$ cat src/rtl/rect_draw.sv
// Rectangle rasteriser: walks an axis-aligned rectangle (filled or 1-pixel outline),
// clipped to the visible area, and offers one pixel per cycle on a valid/ready handshake.
module rect_draw #(
  parameter int CW   = 8,
  parameter int XMAX = 159,
  parameter int YMAX = 119
) (
  input  logic            clk,
  input  logic            rst_n,
  input  logic            start,
  input  logic            mode,
  input  logic [CW-1:0]   x0,
  input  logic [CW-1:0]   y0,
  input  logic [CW-1:0]   x1,
  input  logic [CW-1:0]   y1,
  input  logic            abort,
  input  logic            pixel_ready,
  output logic [CW-1:0]   x_out,
  output logic [CW-1:0]   y_out,
  output logic            pixel_valid,
  output logic            busy,
  output logic            done,
  output logic [2*CW-1:0] pix_count
);

  // Visible limits expressed in coordinate width; a limit beyond the coordinate range saturates.
  localparam logic [CW-1:0] XLIM = (XMAX >= (2**CW)) ? {CW{1'b1}} : CW'(XMAX);
  localparam logic [CW-1:0] YLIM = (YMAX >= (2**CW)) ? {CW{1'b1}} : CW'(YMAX);
  localparam logic [CW-1:0] ONE  = CW'(1);

  typedef enum logic [1:0] {
    S_IDLE   = 2'd0,
    S_SETUP  = 2'd1,
    S_DRAW   = 2'd2,
    S_FINISH = 2'd3
  } state_e;

  state_e            state_q;
  logic [CW-1:0]     ax_q, ay_q, bx_q, by_q;
  logic              mode_q;
  logic [CW-1:0]     min_x_q, max_x_q, min_y_q, max_y_q;
  logic [CW-1:0]     vis_xmax_q, vis_ymax_q;
  logic [CW-1:0]     x_q, y_q;
  logic              valid_q, busy_q, done_q;
  logic [2*CW-1:0]   cnt_q;

  logic [CW-1:0]     min_x_s, max_x_s, min_y_s, max_y_s;
  logic [CW-1:0]     vis_xmax_s, vis_ymax_s;
  logic              empty_s;
  logic              mid_row_s, jump_ok_s;
  logic [CW-1:0]     next_x_d, next_y_d;
  logic              last_d;

  // Bounding box and clipped limits derived from the latched corners.
  always_comb begin
    min_x_s    = (ax_q <= bx_q) ? ax_q : bx_q;
    max_x_s    = (ax_q <= bx_q) ? bx_q : ax_q;
    min_y_s    = (ay_q <= by_q) ? ay_q : by_q;
    max_y_s    = (ay_q <= by_q) ? by_q : ay_q;
    vis_xmax_s = (max_x_s > XLIM) ? XLIM : max_x_s;
    vis_ymax_s = (max_y_s > YLIM) ? YLIM : max_y_s;
    empty_s    = (min_x_s > XLIM) || (min_y_s > YLIM);
  end

  // Next raster position after the current pixel; edges use the unclipped bounds,
  // and every row ends by equality so counters never wrap.
  always_comb begin
    next_x_d  = x_q;
    next_y_d  = y_q;
    last_d    = 1'b0;
    mid_row_s = mode_q && (y_q > min_y_q) && (y_q < max_y_q);
    jump_ok_s = (max_x_q <= XLIM) && (max_x_q > min_x_q);
    if (mid_row_s && (x_q == min_x_q) && jump_ok_s) begin
      next_x_d = max_x_q;
    end else if (mid_row_s || (x_q == vis_xmax_q)) begin
      if (y_q == vis_ymax_q) begin
        last_d = 1'b1;
      end else begin
        next_x_d = min_x_q;
        next_y_d = y_q + ONE;
      end
    end else begin
      next_x_d = x_q + ONE;
    end
  end

  // Control FSM with all outputs registered.
  always_ff @(posedge clk or negedge rst_n) begin
    if (!rst_n) begin
      state_q    <= S_IDLE;
      ax_q       <= '0;
      ay_q       <= '0;
      bx_q       <= '0;
      by_q       <= '0;
      mode_q     <= 1'b0;
      min_x_q    <= '0;
      max_x_q    <= '0;
      min_y_q    <= '0;
      max_y_q    <= '0;
      vis_xmax_q <= '0;
      vis_ymax_q <= '0;
      x_q        <= '0;
      y_q        <= '0;
      valid_q    <= 1'b0;
      busy_q     <= 1'b0;
      done_q     <= 1'b0;
      cnt_q      <= '0;
    end else begin
      case (state_q)
        S_IDLE: begin
          done_q  <= 1'b0;
          valid_q <= 1'b0;
          if (start) begin
            ax_q    <= x0;
            ay_q    <= y0;
            bx_q    <= x1;
            by_q    <= y1;
            mode_q  <= mode;
            busy_q  <= 1'b1;
            cnt_q   <= '0;
            state_q <= S_SETUP;
          end else begin
            state_q <= S_IDLE;
          end
        end
        S_SETUP: begin
          if (abort) begin
            state_q <= S_IDLE;
            valid_q <= 1'b0;
            busy_q  <= 1'b0;
            done_q  <= 1'b0;
          end else begin
            min_x_q    <= min_x_s;
            max_x_q    <= max_x_s;
            min_y_q    <= min_y_s;
            max_y_q    <= max_y_s;
            vis_xmax_q <= vis_xmax_s;
            vis_ymax_q <= vis_ymax_s;
            x_q        <= min_x_s;
            y_q        <= min_y_s;
            if (empty_s) begin
              valid_q <= 1'b0;
              state_q <= S_FINISH;
            end else begin
              valid_q <= 1'b1;
              state_q <= S_DRAW;
            end
          end
        end
        S_DRAW: begin
          if (abort) begin
            state_q <= S_IDLE;
            valid_q <= 1'b0;
            busy_q  <= 1'b0;
            done_q  <= 1'b0;
          end else if (valid_q && pixel_ready) begin
            cnt_q <= cnt_q + (2*CW)'(1);
            if (last_d) begin
              valid_q <= 1'b0;
              state_q <= S_FINISH;
            end else begin
              x_q     <= next_x_d;
              y_q     <= next_y_d;
              state_q <= S_DRAW;
            end
          end else begin
            state_q <= S_DRAW;
          end
        end
        S_FINISH: begin
          valid_q <= 1'b0;
          busy_q  <= 1'b0;
          state_q <= S_IDLE;
          done_q  <= abort ? 1'b0 : 1'b1;
        end
        default: begin
          state_q <= S_IDLE;
          valid_q <= 1'b0;
          busy_q  <= 1'b0;
          done_q  <= 1'b0;
        end
      endcase
    end
  end

  assign x_out       = x_q;
  assign y_out       = y_q;
  assign pixel_valid = valid_q;
  assign busy        = busy_q;
  assign done        = done_q;
  assign pix_count   = cnt_q;

endmodule

$ cat config.mk
export PLATFORM = sky130hd
export DESIGN_NAME = rect_draw
export DESIGN_NICKNAME = d
export VERILOG_FILES = /design/src/rtl/rect_draw.sv
export SDC_FILE = /design/constraint.sdc
export NUM_CORES = 1
export LEC_CHECK = 0
export BUFFER_PORTS_ARGS = -buffer_cell sky130_fd_sc_hd__buf_2
export CORE_UTILIZATION = 30
export DETAILED_ROUTE_END_ITERATION = 6
export PLACE_DENSITY = 0.47
export SETUP_SLACK_MARGIN = 0.05
export SKIP_CTS_REPAIR_TIMING = 1
export SLEW_MARGIN = 20
export SYNTH_ARGS = -nofsm -noshare
export SYNTH_HDL_FRONTEND = slang
export SYNTH_SLANG_ARGS = --single-unit
$ cat constraint.sdc
create_clock -name clk -period 7.5 [get_ports clk]
set_input_delay 1.125 -clock clk [delete_from_list [all_inputs] [get_ports clk]]
set_output_delay 1.125 -clock clk [all_outputs]
set_load 0.05 [all_outputs]
-- Word level (Yosys, flattened, before mapping)
Index checks and enable logic that the tools add are counted.
- mux-type cells: 47
- reduce and logical (&&, ||, !) cells: 20
- add/subtract/negate cells: 3
- bitwise logic cells: 1
- equal/unequal tests: 18
- magnitude comparators: 10
- operators with widths (cell ; number):
    two-way mux 8 bit ; 20
    two-way mux 16 bit ; 3
    case mux 16 bit (2 select lines) ; 1
    case mux 8 bit (2 select lines) ; 2
    equality test 8 bit ; 3
    adder 16 x 1 -> 16 bit, second input constant ; 1
    adder 8 x 1 -> 8 bit, second input constant ; 2
    > comparator 8 x 7 -> 1 bit, second input constant ; 2
    > comparator 8 bit ; 2
    > comparator 8 bit, second input constant ; 2
    <= comparator 8 bit ; 2
    != test 2 bit, second input constant ; 8
    two-way mux 1 bit ; 14
    case mux 1 bit (3 select lines) ; 3
    <= comparator 8 bit, second input constant ; 1
    less-than comparator 8 bit ; 1
    case mux 2 bit (4 select lines) ; 1
    AND reduction 2 bit ; 4
    AND reduction 8 bit ; 1
    logical AND 1 bit ; 6
    two-way mux 2 bit ; 3
    != test 3 bit, second input constant ; 2
    AND reduction 6 bit ; 1
    equality test 2 bit, second input constant ; 2
    9 further kinds ; 12
- bits of input ports: 38
- register bits after elaboration: 118
- word-level logic and storage cells: 117

-- Depth between registers and ports, before layout
- word-level depth: 10
- depth in mapped cells: 12
- gate-level depth less buffers: 10

-- Worst setup path before layout
OpenSTA, ideal clock, no wires.
- kind: reg2reg
- start point: register y_q[1], in the netlist y_out[1]
- end point: register x_q[0], in the netlist x_out[0]
- arrival: 2.867 ns
- cell stages (with the launch flop): 9
- setup slack: 4.509 ns
- period minus slack after synthesis: 2.991 ns
- required time: 7.375 ns
- setup time: 0.125 ns
- buffers on the path: 0
- cells stage by stage: dfrtp_1 ha_1 a21boi_1 o41ai_2 o211ai_2 a21boi_2 or4_4 a21oi_4 mux2_2
- cells in the longest elaborated chain, start to end: 10
- elaborated cells between the ends (all ways): 20
- those cells by class: order compare (2); eq/ne (3); mux (9); reduce/logical (6)
- RTL lines (element ; line ; RTL):
    start: declaration ; 43 ; logic [CW-1:0] x_q, y_q;
    start signal: assignment ; 140 ; y_q <= min_y_s;
    start signal: assignment ; 163 ; y_q <= next_y_d;
    > comparator 8 bit ; 71 ; mid_row_s = mode_q && (y_q > min_y_q) && (y_q < max_y_q);
    logical AND 1 bit (2 in a row) ; 71 ;
    logical OR 1 bit or logical AND 1 bit (tied branches) ; 75, 73 ;
    two-way mux 8 bit or logical AND 1 bit (tied branches) ; 75, 73 ;
    two-way mux 8 bit ; 73 ; if (mid_row_s && (x_q == min_x_q) && jump_ok_s) begin
    two-way mux 8 bit ; 158 ; if (last_d) begin
    two-way mux 8 bit ; 156 ; end else if (valid_q && pixel_ready) begin
    two-way mux 8 bit ; 151 ; if (abort) begin
    case mux 8 bit (2 select lines) ; 109 ; case (state_q)
    end signal: assignment ; 139 ; x_q <= min_x_s;
    end signal: assignment ; 162 ; x_q <= next_x_d;
    end: declaration ; 43 ;
Several ways; a longest one is shown, not always the timed one. The select of a mux whose other input is x is not followed.
A chain may end at the register's enable or synchronous reset.

-- Final worst setup path
- start point: register y_q[1], in the netlist y_out[1]
- end point: register y_q[7], in the netlist y_out[7]
- cells in the longest elaborated chain, start to end: 8
- elaborated cells between the ends (all ways): 24
- those cells by class: add/sub (1); order compare (2); eq/ne (5); mux (10); reduce/logical (6)
- RTL lines (element ; line):
    adder 8 x 1 -> 8 bit or > comparator 8 bit (tied branches) ; 80, 71
    two-way mux 8 bit or logical AND 1 bit (tied branches) ; 76, 71
    two-way mux 8 bit or logical AND 1 bit (tied branches) ; 75, 71
    two-way mux 8 bit (tied with other cells) ; 73
    two-way mux 8 bit (tied with other cells) ; 158
    two-way mux 8 bit or two-way mux 1 bit (tied branches) ; 156, 73
    two-way mux 8 bit or != test 2 bit (tied branches) ; n/a
    case mux 8 bit (2 select lines) or AND reduction 8 bit (tied branches) ; n/a
Several ways; a longest one is shown, not always the timed one. The select of a mux whose other input is x is not followed.

==> summary.txt <==
Setup path
  • Reg2reg start: y_out[1]$_DFFE_PN0P_
  • Crit path DAT: roughly 3.5 ns
  • Worst Path Required: roughly 7.8 ns
  • Critical Path Fanout Max: 18
  • CP startpoint: y_out[1]$_DFFE_PN0P_
  • Type of destination of the critical path: flip-flop
  • Startpoint types: flip-flop
  • Crit Path Class: reg -> reg

Power
  • Pwr Density: 502 mW/mm²
  • Worst VDD drop: about 0.16 mV
  • P_leak: 3.72 nW

Worst hold path
  • Worst hold start: max_y_q[4]$_DFFE_PN0P_
  • Hold Crit Class: reg -> reg

Synth
  • Post-Syn Area: 0.00685 mm²
  • Register area share after synthesis: 43.1%
  • Netlist cell types: 58
  • Syn Area/Cell: 9.77 µm²
  • Share of flip-flops with an asynchronous set or reset: 100%
  • Mapped Cells: 701
  • Warnings from Yosys: 0
  • Synth Flop Type: dfrtp_1
  • Post-synth EDFFs: 0
  • Syn Nets: 786
  • Register bit total from synthesis: ~120

Run status
  • Outcome: complete, no violations

GRT
  • Vias in the first global route: 4959
  • First-pass GRT wire length: 27.5 mm
  • Largest net degree at the start of global routing: 78
  • GRT Util Overall: around 15%
  • Initial antenna violation count: 0
  • GRT overflow: 0

Finish
  • Area added between synthesis and finish: 17.5%
  • Layout net count: 853
  • Ratio of cells with drive above 1 in the final layout: 22.5%
  • Design area: 0.00804 mm²
  • Ant. Diodes: 0
  • Layout fillers: about 2.3k

Detailed routing
  • DR vias/cell: 4.85
  • Initial DRC count: 317
  • Mean routed wirelength per cell: roughly 15 µm
  • Pre-antenna DRT Iters: 5
  • Via Count: 5132
  • Post-Route WL: 16.4 mm
  • DRC: 0
  • DRT antenna net count: 0

Flow run
  • MaxCap Viol Count: 0

STA
  • Hold Vio Cnt, Final: 0
  • Hold Slack: 0.476 ns
  • Min cycle time layout: 3.22 ns
  • Fmax: 0.311 GHz
  • Slew headroom: 49.2%
  • Worst Max-Slew Pin Slew: 0.754 ns
  • Final-report setup violation count: 0
  • RSZ-0062 raised after global routing: no
  • Period utilisation layout: 42.9%
  • Max Transition Viols Final: 0
  • Setup TNS: 0 ns
  • Fin Clk Skew: 0.00955 ns

CTS
  • Longest Clk Path Bufs: 2
  • H-tree Lvls: 4
  • Clock transition at path regs: 0.06 ns
  • Clk_lat worst skew: 0.43 ns
  • Clk sinks: ~120
  • TritonCTS clock tree: yes
  • Cts bufs inserted: 17
  • Root Buffer: clkbuf_16

Floorplan
  • Number of cell rows: 54
  • Die Wd: 153 µm
  • Die height: roughly 150 µm
  • Die footprint: 0.0234 mm²
  • I/O Pins: 73
  • Core area: between 0.02 and 0.025 mm²
  • Starting Density: 31.0%

Placement
  • Area after DPL: 0.00747 mm²
  • IO buf count: 72
  • GP Congestion: 0.755
  • Hpwl dp: 11.9 mm
==> stage by stage <==
| stage | setup WS, ns | power [mW] | util [%] | instances |
|---|---|---|---|---|
| final | 4.28 | 4.04 | 36.4 | 1059 |
| after CTS | 4.26 | 4.08 | 36.3 | 1058 |
| after detailed placement | 4.02 | 3.29 | 33.8 | 1028 |
| after floorplan | 4.51 | 2.73 | - | 701 |
| after global routing | 4.04 | 4.41 | 36.4 | 1059 |
| after global placement | 4.04 | 3.28 | 33.8 | 1028 |
==> synthesized netlist by cell type, drive strengths merged, types with 3 or more instances <==
| cell type | n | area, µm² |
|---|---|---|
| o21ai | 52 | 264 |
| nor3 | 8 | 40.0 |
| clkbuf | 18 | 68.8 |
| mux2 | 44 | 495 |
| buf | 13 | 78.8 |
| o31ai | 4 | 30.0 |
| or2 | 3 | 18.8 |
| and3 | 7 | 43.8 |
| nand4 | 15 | 93.8 |
| or4 | 3 | 30.0 |
| ha | 47 | 588 |
| nor4 | 4 | 25.0 |
| nand2b | 3 | 18.8 |
| a22oi | 6 | 45.0 |
| a21oi | 49 | 257 |
| mux2i | 27 | 270 |
| inv | 51 | 191 |
| nor2b | 7 | 43.8 |
| a221oi | 9 | 85.1 |
| xor2 | 22 | 193 |
| o211ai | 5 | 42.5 |
| dfrtp | 118 | 2950 |
| a31oi | 3 | 18.8 |
| xnor2 | 17 | 149 |
| nand2 | 63 | 236 |
| or3 | 9 | 62.6 |
| nor2 | 52 | 203 |
| nand3 | 22 | 110 |
==> layer usage <==
metal | global-route usage, % | vias up | wire (µm)
li1 | - | 2613 | -
met1 | 22.7 | 2415 | 8980
met2 | 20.6 | 89 | 6620
met3 | 3.94 | 15 | 592
met4 | 4.57 | 0 | 182
met5 | 0 | - | 0
==> sequential cells by signal, summed over array words and instances (netlist names), 2 cells and up <==
signal and count:
ax_q 8, ay_q 8, bx_q 8, by_q 8, max_x_q 8, max_y_q 8, min_x_q 8, min_y_q 8
pix_count 16, state_q 2, vis_xmax_q 8, vis_ymax_q 8, x_out 8, y_out 8
==> layout by cell type (no fill, tap or decap), types with 27 or more instances in the layout <==
cell type,n
mux2i_1,27
nand2_1,63
inv_1,49
mux2_2,44
buf_2,71
o21ai_0,48
dfrtp_1,118
nor2_1,51
ha_1,47
a21oi_1,48
==> cells by family (layout without fill, tap and decap cells) <==
| kind of cell | Yosys count | count (layout) | share of synthesized area (%) |
|---|---|---|---|
| compound gates | 142 | 142 | 12.9 |
| xor+xnor | 39 | 39 | 4.99 |
| fa+ha+maj | 47 | 47 | 8.59 |
| buf+inv | 82 | 160 | 4.95 |
| flops | 118 | 118 | 43.1 |
| mux | 71 | 71 | 11.2 |
| simple gates | 202 | 202 | 14.2 |
==> critical path, stage by stage (launching register included) <==
cell and delay [ns]:
dfrtp_1 0.47, ha_1 0.34, nor2b_1 0.13, o211ai_1 0.15
a21oi_1 0.10, o211ai_2 0.32, a21boi_2 0.67, o41a_2 0.44
mux2_2 0.37, o311a_1 0.11
==> final cells by class <==
class | count | area (µm²) | share of cell area (%)
Timing Repair Buffer | 79 | 439 | 5.46
Inverter | 51 | 191 | 2.38
Sequential cell | 118 | 2950 | 36.7
Tap cell | 280 | 350 | 4.36
Clock buffer | 22 | 464 | 5.77
Multi-Input combinational cell | 501 | 3570 | 44.4
Clock inverter | 8 | 77.6 | 0.965
==> path summary, 6_finish.rpt <==
path	to	slack (ns)	depth (start not counted)
worst min-delay path	max_y_q[4]$_DFFE_PN0P_	0.48	2
worst max register to register	y_out[7]$_DFFE_PN0P_	4.28	9
max in group asynchronous	ax_q[4]$_DFFE_PN0P_	5.68	2
worst max-delay path	y_out[7]$_DFFE_PN0P_	4.28	9
worst min register to register	max_y_q[4]$_DFFE_PN0P_	0.48	2
min in group asynchronous	pix_count[9]$_DFFE_PN0P_	0.73	1
==> report_power, final <==
part	switching, mW	total (mW)	internal [mW]	leakage [nW]
Sequential	0.321	1.23	0.906	1.44
Combinational	1.23	2.05	0.821	2.02
Clock	0.294	0.762	0.467	0.262
No activity file was read; power rests on OpenSTA's default activity.
